--- config.mk ---
export PLATFORM = sky130hd
export DESIGN_NAME = alu_issue_ctrl_flat
export DESIGN_NICKNAME = d
export VERILOG_FILES = /design/src/rtl/alu_issue_ctrl_pkg.sv /design/src/rtl/alu_issue_ctrl_if.sv /design/src/rtl/alu_issue_ctrl_reg_scoreboard.sv /design/src/rtl/alu_issue_ctrl.sv /design/src/flat_wrapper.sv
export SDC_FILE = /design/constraint.sdc
export NUM_CORES = 1
export LEC_CHECK = 0
export ABC_AREA = 1
export BUFFER_PORTS_ARGS = -buffer_cell sky130_fd_sc_hd__clkbuf_2
export CORE_MARGIN = 3
export CORE_UTILIZATION = 50
export DETAILED_ROUTE_END_ITERATION = 8
export PLACE_DENSITY = 0.76
export SLEW_MARGIN = 30
export SYNTH_ARGS = -nofsm -noshare
export SYNTH_HDL_FRONTEND = slang
export SYNTH_HIERARCHICAL = 1
export SYNTH_SLANG_ARGS = --single-unit
--- constraint.sdc ---
create_clock -name clk -period 2.2 [get_ports clk]
set_input_delay 0.22 -clock clk [delete_from_list [all_inputs] [get_ports clk]]
set_output_delay 0.22 -clock clk [all_outputs]
set_load 0.05 [all_outputs]
--- src/rtl/alu_issue_ctrl_pkg.sv ---
// alu_issue_ctrl_pkg: shared opcode encodings, op classes and decode helpers for the issue stage
package alu_issue_ctrl_pkg;
  localparam int NREG    = 32;
  localparam int MUL_LAT = 2;
  localparam int DIV_LAT = 8;
  localparam int LAT_MAX = (DIV_LAT > MUL_LAT) ? DIV_LAT : MUL_LAT;
  localparam int CNT_W   = $clog2(LAT_MAX + 1);

  localparam logic [6:0] OPC_OP     = 7'h33;
  localparam logic [6:0] OPC_OP32   = 7'h3b;
  localparam logic [6:0] OPC_STORE  = 7'h23;
  localparam logic [6:0] OPC_BRANCH = 7'h63;
  localparam logic [6:0] OPC_FENCE  = 7'h0f;
  localparam logic [6:0] FUNCT7_MD  = 7'b0000001;

  // {funct3, opcode}; R-type values double as MUL/DIV forms when funct7 selects muldiv
  typedef enum logic [9:0] {
    OP_FENCE = 10'h00f,
    OP_ADDI  = 10'h013,
    OP_ADD   = 10'h033,
    OP_LUI   = 10'h037,
    OP_ADDW  = 10'h03b,
    OP_BEQ   = 10'h063,
    OP_LW    = 10'h103,
    OP_SW    = 10'h123,
    OP_XOR   = 10'h233,
    OP_SRLW  = 10'h2bb,
    OP_OR    = 10'h333
  } opcode_e;

  typedef enum logic [1:0] {CLS_SINGLE, CLS_MUL, CLS_DIV} op_class_e;

  typedef enum logic [0:0] {S_IDLE, S_BUSY} state_e;

  function automatic op_class_e op_class(input logic [9:0] opcode, input logic [6:0] funct7);
    logic md;
    md = funct7 == FUNCT7_MD && (opcode[6:0] == OPC_OP || opcode[6:0] == OPC_OP32);
    return !md ? CLS_SINGLE : (opcode[9] ? CLS_DIV : CLS_MUL);
  endfunction

  function automatic logic writes_rd(input logic [9:0] opcode, input logic [4:0] rd);
    return rd != 5'd0 && opcode[6:0] != OPC_STORE && opcode[6:0] != OPC_BRANCH && opcode[6:0] != OPC_FENCE;
  endfunction
endpackage

--- src/rtl/alu_issue_ctrl_if.sv ---
// alu_issue_ctrl_if: decode, alu issue and writeback signals between the pipeline and the issue controller
interface alu_issue_ctrl_if;
  logic       dec_valid;
  logic       dec_ready;
  logic [9:0] dec_opcode;
  logic [6:0] dec_funct7;
  logic [4:0] dec_rs1;
  logic [4:0] dec_rs2;
  logic       dec_uses_rs2;
  logic [4:0] dec_rd;
  logic       alu_issue;
  logic [9:0] alu_opcode;
  logic [4:0] alu_rd;
  logic       alu_busy;
  logic       alu_done;
  logic       wb_valid;
  logic [4:0] wb_rd;
  logic       flush;

  modport master (
    output dec_valid, dec_opcode, dec_funct7, dec_rs1, dec_rs2, dec_uses_rs2, dec_rd, wb_valid, wb_rd, flush,
    input  dec_ready, alu_issue, alu_opcode, alu_rd, alu_busy, alu_done
  );

  modport slave (
    input  dec_valid, dec_opcode, dec_funct7, dec_rs1, dec_rs2, dec_uses_rs2, dec_rd, wb_valid, wb_rd, flush,
    output dec_ready, alu_issue, alu_opcode, alu_rd, alu_busy, alu_done
  );
endinterface

--- src/rtl/alu_issue_ctrl_reg_scoreboard.sv ---
// reg_scoreboard: per-register pending-write bits with writeback bypass on both read ports
module reg_scoreboard
  import alu_issue_ctrl_pkg::*;
#(
  parameter int N  = NREG,
  parameter int IW = $clog2(N)
) (
  input  logic          clk,
  input  logic          reset,
  input  logic          clear_all,
  input  logic          set_en,
  input  logic [IW-1:0] set_idx,
  input  logic          clr_en,
  input  logic [IW-1:0] clr_idx,
  input  logic [IW-1:0] rd_a,
  input  logic [IW-1:0] rd_b,
  output logic          busy_a,
  output logic          busy_b
);
  logic [N-1:0] busy_q, busy_d;

  // set is applied after clear so a same-cycle issue to the written-back register keeps it pending
  always_comb begin
    busy_d = busy_q;
    if (clr_en) busy_d[clr_idx] = 1'b0;
    if (set_en) busy_d[set_idx] = 1'b1;
    busy_d[0] = 1'b0;
    if (clear_all) busy_d = '0;
  end

  always_ff @(posedge clk) begin
    if (reset) busy_q <= '0;
    else busy_q <= busy_d;
  end

  assign busy_a = busy_q[rd_a] && rd_a != '0 && !(clr_en && clr_idx == rd_a);
  assign busy_b = busy_q[rd_b] && rd_b != '0 && !(clr_en && clr_idx == rd_b);
endmodule

--- src/rtl/alu_issue_ctrl.sv ---
// alu_issue_ctrl: decode-to-alu issue stage with RAW scoreboard and fixed-latency MUL/DIV sequencing
module alu_issue_ctrl
  import alu_issue_ctrl_pkg::*;
(
  input logic clk,
  input logic reset,
  alu_issue_ctrl_if.slave bus
);
  state_e           state_q, state_d;
  logic [CNT_W-1:0] cnt_q, cnt_d;
  logic             issue_q, issue_d;
  logic [9:0]       opcode_q, opcode_d;
  logic [4:0]       rd_q, rd_d;
  logic             busy_rs1, busy_rs2, hazard, ready, hs, set_en;
  op_class_e        cls;

  reg_scoreboard u_sb (
    .clk       (clk),
    .reset     (reset),
    .clear_all (bus.flush),
    .set_en    (set_en),
    .set_idx   (bus.dec_rd),
    .clr_en    (bus.wb_valid),
    .clr_idx   (bus.wb_rd),
    .rd_a      (bus.dec_rs1),
    .rd_b      (bus.dec_rs2),
    .busy_a    (busy_rs1),
    .busy_b    (busy_rs2)
  );

  always_comb begin
    hazard   = busy_rs1 || (bus.dec_uses_rs2 && busy_rs2);
    ready    = state_q == S_IDLE && !hazard && !bus.flush;
    hs       = bus.dec_valid && ready;
    cls      = op_class(bus.dec_opcode, bus.dec_funct7);
    set_en   = hs && writes_rd(bus.dec_opcode, bus.dec_rd);
    state_d  = state_q;
    cnt_d    = cnt_q;
    issue_d  = hs;
    opcode_d = hs ? bus.dec_opcode : opcode_q;
    rd_d     = hs ? bus.dec_rd : rd_q;
    if (bus.flush) begin
      state_d = S_IDLE;
      cnt_d   = '0;
    end else if (state_q == S_BUSY) begin
      state_d = cnt_q == '0 ? S_IDLE : S_BUSY;
      cnt_d   = cnt_q == '0 ? '0 : cnt_q - CNT_W'(1);
    end else if (hs && cls != CLS_SINGLE) begin
      state_d = S_BUSY;
      cnt_d   = cls == CLS_DIV ? CNT_W'(DIV_LAT - 1) : CNT_W'(MUL_LAT - 1);
    end
  end

  always_ff @(posedge clk) begin
    if (reset) begin
      state_q  <= S_IDLE;
      cnt_q    <= '0;
      issue_q  <= 1'b0;
      opcode_q <= '0;
      rd_q     <= '0;
    end else begin
      state_q  <= state_d;
      cnt_q    <= cnt_d;
      issue_q  <= issue_d;
      opcode_q <= opcode_d;
      rd_q     <= rd_d;
    end
  end

  assign bus.dec_ready  = ready;
  assign bus.alu_issue  = issue_q;
  assign bus.alu_opcode = opcode_q;
  assign bus.alu_rd     = rd_q;
  assign bus.alu_busy   = state_q == S_BUSY;
  assign bus.alu_done   = state_q == S_BUSY && cnt_q == '0;
endmodule

--- src/flat_wrapper.sv ---
// flat-port wrapper written by rule: the top's interface ports become plain ports
module alu_issue_ctrl_flat import alu_issue_ctrl_pkg::*;
  (clk, reset, bus_dec_valid, bus_dec_opcode, bus_dec_funct7, bus_dec_rs1, bus_dec_rs2, bus_dec_uses_rs2, bus_dec_rd, bus_wb_valid, bus_wb_rd, bus_flush, bus_dec_ready, bus_alu_issue, bus_alu_opcode, bus_alu_rd, bus_alu_busy, bus_alu_done);
  alu_issue_ctrl_if bus_i ();
  input logic clk;
  input logic reset;
  input wire logic [$bits(bus_i.dec_valid)-1:0] bus_dec_valid;
  input wire logic [$bits(bus_i.dec_opcode)-1:0] bus_dec_opcode;
  input wire logic [$bits(bus_i.dec_funct7)-1:0] bus_dec_funct7;
  input wire logic [$bits(bus_i.dec_rs1)-1:0] bus_dec_rs1;
  input wire logic [$bits(bus_i.dec_rs2)-1:0] bus_dec_rs2;
  input wire logic [$bits(bus_i.dec_uses_rs2)-1:0] bus_dec_uses_rs2;
  input wire logic [$bits(bus_i.dec_rd)-1:0] bus_dec_rd;
  input wire logic [$bits(bus_i.wb_valid)-1:0] bus_wb_valid;
  input wire logic [$bits(bus_i.wb_rd)-1:0] bus_wb_rd;
  input wire logic [$bits(bus_i.flush)-1:0] bus_flush;
  output wire logic [$bits(bus_i.dec_ready)-1:0] bus_dec_ready;
  output wire logic [$bits(bus_i.alu_issue)-1:0] bus_alu_issue;
  output wire logic [$bits(bus_i.alu_opcode)-1:0] bus_alu_opcode;
  output wire logic [$bits(bus_i.alu_rd)-1:0] bus_alu_rd;
  output wire logic [$bits(bus_i.alu_busy)-1:0] bus_alu_busy;
  output wire logic [$bits(bus_i.alu_done)-1:0] bus_alu_done;
  assign bus_i.dec_valid = bus_dec_valid;
  assign bus_i.dec_opcode = bus_dec_opcode;
  assign bus_i.dec_funct7 = bus_dec_funct7;
  assign bus_i.dec_rs1 = bus_dec_rs1;
  assign bus_i.dec_rs2 = bus_dec_rs2;
  assign bus_i.dec_uses_rs2 = bus_dec_uses_rs2;
  assign bus_i.dec_rd = bus_dec_rd;
  assign bus_i.wb_valid = bus_wb_valid;
  assign bus_i.wb_rd = bus_wb_rd;
  assign bus_i.flush = bus_flush;
  assign bus_dec_ready = bus_i.dec_ready;
  assign bus_alu_issue = bus_i.alu_issue;
  assign bus_alu_opcode = bus_i.alu_opcode;
  assign bus_alu_rd = bus_i.alu_rd;
  assign bus_alu_busy = bus_i.alu_busy;
  assign bus_alu_done = bus_i.alu_done;
  alu_issue_ctrl u_core (.clk(clk), .reset(reset), .bus(bus_i));
endmodule
==> impl_results.md, run 1 <==
- Fin area: just under 4000 um^2
- Row count: 28
- Post-synth top flop: dfxtp_1
- CTS buffer count: 5
- Least-Margin Pin Slew: 615 ps
- CP Cell Sequence: inv_2, nand2_1, nand3_1, nand2_1, nand2_1, nand2_1, inv_1, nand2_2, nand2_1, a21oi_2, nand2_1, nand3_2, nor2_4, inv_4, a21oi_2, o21ai_1, inv_1, inv_4, nor3_4, buf_6, nand2_1, a21oi_2
- Clock sinks: between 50 and 60
- Total GRT Usage: 26.1%
- Starting density of the core: 52.4%
- Critical path required time: approximately 2400 ps
- Placed cell areas: 3750 um^2
- Number of synthesized register bits: between 50 and 60
- First-pass GRT wire length: about 16 mm
- Seq/Total Area, Yosys: 33.2%
- DRC viols: 0
- Hold Vio Cnt, Final: 0
- IO Port Bufs: 61
- Hold Path Class: in -> reg
- Fraction of registers with async set/reset: 0%
- DP HPWL: approximately 7.2 mm
- Max_cap viols: 0
- Initial antenna violation count: 0
- Setup WS post-layout: -49.6 ps
- Congestion Overflow GR: 0
- 1st-iter DRT viols: 223
- Largest net degree at the start of global routing: 32
- Startpoint types: flop
- Highest clock rate: 445 MHz
- CTS tree: yes
- Clock skew: roughly 5.8 ps
- Overall power: 1.98 mW
- Psw: 0.634 mW
- Clock share of power: 26.1%
- EDFF count, synth: 0
- Drt wl/cell: 13.7 um
- PD cells: just over 500 nW/um^2
- Clock Latency Late Sink: 300 ps
- Post-Route WL: 9.23 mm
- Avg Synthesized Cell Area: 6.15 um^2
- RSZ-0062 raised after global routing: true
- Layout overhead on the synthesized area: 25.6%
- Synthesis warning total: 6
- Switching Share: 32.0%
- Nets@finish: 643
- Worst vdd ir: ~0.63 mV
- Diode count: 0
- Cts hold-fix bufs: 0
- Sequential power share: about half
- Clk slew on worst S/H paths: around 90 ps
- Cells after DPL: about 670
- Failing checks: negative setup slack
- Headroom to the max-slew limit: 58.7%
- CP Data Arrival Time: about 2500 ps
- Cell count after synthesis: 510
- Setup crit end kind: flop
- CP Class: reg -> reg
- Static Leak: 1.85 nW
- Routability Congestion: ~1.0
- Max FO, Critical Path: 8
- Comb pwr share: 24.8%
- Die ar.: 7260 um^2
- Final TNS setup: -269 ps
- Via count: approximately 3700
- Pint: 1.35 mW
- H-tree levels: 2
- CTS Buffer Depth: 2
- Final setup fails: 14
- Routed Antenna Nets: 0
- Max-slew violation count: 0
- Share of cells above drive strength 1: 26.8%
- Syn nets: 553
- Synth cell types: 27
- CTS root buf: clkbuf_8
- Via density: 5.42
- IO Count: 62
- Post-layout util: 65.8%
- Slowest-stage cell, CP: dfxtp_2
- Chip height: 85.2 um
- Most frequent CP cell: nand2_1
- Core area: 5990 um^2
- Status: finished with violations
- DRT Pass-1 Iters: 7
- Crit path time final: 2250 ps
- Final cell count without fillers: 675
- Die Wd: approximately 85 um
- Synth Cell Area: between 3000 and 4000 um^2
- Vias in the first global route: between 3000 and 4000
- Final Cycle Share: 102%
- Crit path largest cell delay: between 300 and 400 ps
## cells in the mapped netlist, types with 3 or more instances
library cell | count | area, um^2
a21oi_1 | 42 | 210
a31oi_1 | 3 | 18.8
buf_2 | 3 | 15.0
buf_6 | 8 | 90.1
clkbuf_1 | 5 | 18.8
dfxtp_1 | 52 | 1040
inv_1 | 63 | 236
nand2_1 | 140 | 526
nand3_1 | 59 | 295
nor2_1 | 42 | 158
nor2_2 | 4 | 25.0
nor3_1 | 12 | 60.1
nor3_2 | 3 | 30.0
o21ai_0 | 53 | 265
or2_2 | 3 | 18.8
## state kept, by name (all words and copies together) (netlist names)
name	cells
u_core/bus.alu_issue	1
u_core/cnt_q	4
u_core/bus.alu_opcode	10
u_core/u_sb/busy_q	31
u_core/bus.alu_rd	5
u_core/bus.alu_busy	1
## per-layer routing
metal	routed length [um]	track usage, %	up-vias
li1	-	-	1828
met1	3890	34.4	1636
met2	4440	44.1	182
met3	801	4.56	10
met4	111	6.91	0
met5	0	0	-
## worst paths after layout
| check | start | cells past startpoint | to | slack (ps) |
|---|---|---|---|---|
| worst min register to register | u_core/u_sb/busy_q[31] | 2 | u_core/u_sb/busy_q[31] | 480 |
| worst min-delay path | reset | 2 | u_core/bus.alu_issue | 110 |
| worst max register to register | u_core/u_sb/busy_q[21] | 22 | u_core/u_sb/busy_q[13] | -50 |
| worst max-delay path | u_core/u_sb/busy_q[21] | 22 | u_core/u_sb/busy_q[13] | -50 |
## area by class of cell
type,count,area [um^2]
flip-flops and latches,52,1050
clock inverters,2,12.5
clock buffers,5,68.8
fillers,569,2050
inverters,67,262
well taps,75,93.8
repair buffers,99,648
multi-input cells,375,1800
## power by group through the flow
stage               Sequential, mW  Clock, mW  Combinational [mW]
global route                 0.978      0.579               0.538
global placement             0.995          0               0.464
finish                       0.974      0.516               0.491
detailed placement           0.995          0               0.469
floorplan                     1.07          0               0.223
CTS                          0.974      0.531               0.480
## cells in the final DEF (no fill, tap or decap), types with 2 or more instances in the layout
cell	n
clkbuf_2	60
nand3_2	2
dfxtp_1	42
dfxtp_2	10
inv_4	4
nor4_1	2
buf_6	8
inv_1	53
nor2_2	3
buf_4	29
nor2_1	42
o211ai_1	2
nand2_2	10
clkbuf_8	5
a21oi_1	35
o21ai_0	52
or2_2	3
a31oi_1	3
buf_12	2
nor3_4	4
nand2_1	132
o22ai_1	2
nor3_1	11
inv_2	10
a21oi_2	7
nand3_1	58
## timing repair
action / CTS / global route
endpoints found under the hold margin: 0 / 0
endpoints found under the setup margin: 31 / 39
gates resized for setup: 25 / 22
buffers inserted: 1 / 3
gates cloned: 0 / 0
pin swaps: 13 / 16
## per-stage QoR
stage	hold WS [ps]	setup slack [ps]
floorplan	292	7.99
detailed placement	421	-376
finish	111	-49.6
global route	107	-328
global placement	418	-283
CTS	96.9	-38.0
## critical path, delay by kind of cell (launching register included)
kind                   cells  cell delay, ps
and+or+nand+nor           12            1020
buffers and inverters      6             460
AOI/OAI and AO/OA          4             370
DFF                        1             330
## logic make-up after synthesis
kind of cell | count (synthesis) | share of synthesized area, %
AOI/OAI and AO/OA | 102 | 16.6
DFF | 52 | 33.2
and+or+nand+nor | 271 | 37.5
xor gates and xnor gates | 2 | 0.558
buffers and inverters | 83 | 12.1
Power figures use the tool's default switching activity.
==> inputs of run 2 (changes only) <==
CELL_PAD_IN_SITES_DETAIL_PLACEMENT = 2   (was default)
CELL_PAD_IN_SITES_GLOBAL_PLACEMENT = 2   (was default)
CORE_MARGIN = 2   (was 3)
CORE_UTILIZATION = 26   (was 50)
PLACE_DENSITY = default   (was 0.76)
PLACE_DENSITY_LB_ADDON = 0.1   (was default)
==> run 2 against run 1 <==
- the run still ends with negative setup slack left
- clock power rose by 48%
- flip-flop and latch count did not move
- highest routed layer unchanged
- first-iteration DRC count fell by 50%
- clock skew fell by 0.75 ps
- largest cell class unchanged
- combinational power rose by 7.5%
- via count fell by 1.1%
- largest power group unchanged
- critical endpoint is now u_core/u_sb/busy_q[9]
==> impl_results.md, run 2 (synthesis results as in run 1) <==
- Status: finished with violations
- Failing checks: negative setup slack
- Diode count: 0 (unchanged)
- Starting density of the core: 26.3% (-26 points)
- Startpoint types: flop
- CTS Buffer Depth: 2 (unchanged)
- Hold Path Class: in -> reg
- Reg-to-reg critical path startpoint: u_core/u_sb/busy_q[21]
- Clk slew on worst S/H paths: 70 ps (-20 ps)
- Reg2Reg Depth: 22 (unchanged)
- Congestion Overflow GR: 0 (unchanged)
- Static Leak: 1.91 nW (+3.6%)
- DRT Pass-1 Iters: 4 (-3)
- CP Class: reg -> reg
- H-tree levels: 2 (unchanged)
- Share of cells above drive strength 1: 28.6% (+1.8 points)
- CTS tree: yes
- Setup crit end kind: flop
- Clock skew: 5.01 ps (-0.749 ps)
- IO Count: 62 (unchanged)
- PD cells: 546 nW/um^2 (+8.5%)
- Via density: 4.81 (-11%)
- Worst vdd ir: 0.288 mV (-54%)
- Highest clock rate: 408 MHz (-8.1%)
- CP endpoint: u_core/u_sb/busy_q[9]
- Row count: 40 (+43%)
- Via count: 3615 (-1.1%)
- Routability Congestion: 0.868 (-17%)
- Vias in the first global route: 3977 (+20%)
- Max_cap viols: 0 (unchanged)
- First-pass GRT wire length: 20.8 mm (+33%)
- Hold Vio Cnt, Final: 0 (unchanged)
- Initial antenna violation count: 0 (unchanged)
- Most common cell after layout, fill and taps aside: nand2_1
- Layout overhead on the synthesized area: 32.6%
- Least-Margin Pin Slew: 1090 ps (+477 ps)
- IO Port Bufs: 61 (unchanged)
- CTS root buf: clkbuf_16
- Clock Latency Late Sink: 290 ps (about the same)
- Chip height: 114 um (+34%)
- Crit path time final: 2450 ps (+200 ps)
- Hold WS: 122 ps (+10.7 ps)
- Crit. Startpoint: u_core/u_sb/busy_q[21]
- Most frequent cells in the layout: nand2_1 (128), clkbuf_2 (59), nand3_1 (56), inv_1 (51), o21ai_0 (51)
- Pre-CTS setup slack: -490 ps (-114 ps)
- R2R setup slack: -250 ps (-200 ps)
- Routed Antenna Nets: 0 (unchanged)
- CP Data Arrival Time: 2670 ps (+190 ps)
- Filler cell count: 1448 (+150%)
- Final Cycle Share: 111% (+9.1 points)
- Nets@finish: 647 (+0.62%)
- Post-Route WL: 12.8 mm (+38%)
- Critical path required time: 2420 ps (about the same)
- Cts hold-fix bufs: 0 (unchanged)
- Total GRT Usage: 20.2% (-5.9 points)
- Max FO, Critical Path: 4 (-4)
- Clock sinks: 52 (unchanged)
- DP HPWL: 10.2 mm (+42%)
- Final setup fails: 32 (+18)
- CTS buffer count: 5 (unchanged)
- Die Wd: 114 um (+34%)
- Core area: 11900 um^2 (+99%)
- RSZ-0062 raised after global routing: true
- Largest net degree at the start of global routing: 32 (unchanged)
- Largest Register: u_core/u_sb/busy_q
- DRC viols: 0 (unchanged)
- Headroom to the max-slew limit: 26.6% (-32 points)
- 1st-iter DRT viols: 112 (-50%)
- FF-to-FF End: u_core/u_sb/busy_q[9]
- Max-slew violation count: 0 (unchanged)
- Drt wl/cell: 17.0 um (+24%)
- Die ar.: 13000 um^2 (+79%)
- Setup WS post-layout: -249 ps (-200 ps)
- Max reg flops: 31 (unchanged)
[run 2: cell types whose count changed in the layout (fill, tap and decap cells not counted), moves of 3 or more]
cell	previous run	this run
clkbuf_16	0	5
clkbuf_8	5	0
buf_4	29	33
nand2_1	132	128
nand2_2	10	13
[run 2: final cells by class]
| cell class | instances | area, um^2 | area share, % |
|---|---|---|---|
| Clock buffer | 5 | 125 | 3.01 |
| Tap cell | 147 | 184 | 4.42 |
| Clock inverter | 2 | 12.5 | 0.301 |
| Sequential cell | 52 | 1050 | 25.3 |
| Timing Repair Buffer | 103 | 691 | 16.6 |
| Inverter | 67 | 264 | 6.35 |
| Multi-Input combinational cell | 375 | 1830 | 44.0 |
[run 2: what timing repair did]
action	in CTS	in global routing
cloned	0	0
pin swaps	21	16
endpoints found under the hold margin	0	0
buffers inserted	4	2
gates resized for setup	28	29
setup endpoints to repair	32	38
[run 2: worst min-delay path by stage]
stage          startpoint                   end  slack (ps)  cells after the start
3_5_place_dp        reset  u_core/bus.alu_issue         430                      2
5_1_grt             reset  u_core/bus.alu_issue         140                      2
2_1_floorplan       reset  u_core/bus.alu_issue         290                      1
3_3_place_gp        reset  u_core/bus.alu_issue         420                      2
6_report            reset  u_core/bus.alu_issue         120                      2
4_1_cts             reset  u_core/bus.alu_issue         120                      2
[run 2: per-stage QoR]
stage               setup TNS [ps]  util, %  area [um^2]  cells  total power [mW]
floorplan                        0        -         3180    510              1.29
global placement             -9030     32.2         3840    738              1.48
detailed placement          -11950     32.2         3840    738              1.49
CTS                          -3340     34.1         4070    749              2.29
global route                -15430     34.9         4160    751              2.39
finish                       -6530     34.9         4160    751              2.27
[run 2: critical path, stage by stage, from the launching register on]
cell,delay [ps]
dfxtp_1,320
inv_2,70
nand2_1,60
nand3_1,90
nand2_1,60
nand2_1,50
nand2_1,50
inv_1,50
nand2_1,50
nand2_1,80
a21oi_2,70
nor2_2,120
nand3_2,110
nor2_4,140
inv_4,40
a21oi_2,100
o21ai_1,80
inv_1,110
inv_4,60
nor3_4,280
buf_4,170
nand2_4,50
a21oi_2,160
[run 2: metal layers]
layer	routed length, um	up-vias	track usage (%)
met2	6520	61	37.2
li1	-	1832	-
met4	100	0	3.90
met3	420	7	2.82
met5	0	-	0
met1	5750	1715	25.1
[run 2: report_power, final]
group | internal [mW] | switching, mW
combinational | 0.178 | 0.350
clock | 0.414 | 0.352
sequential | 0.964 | 0.0118
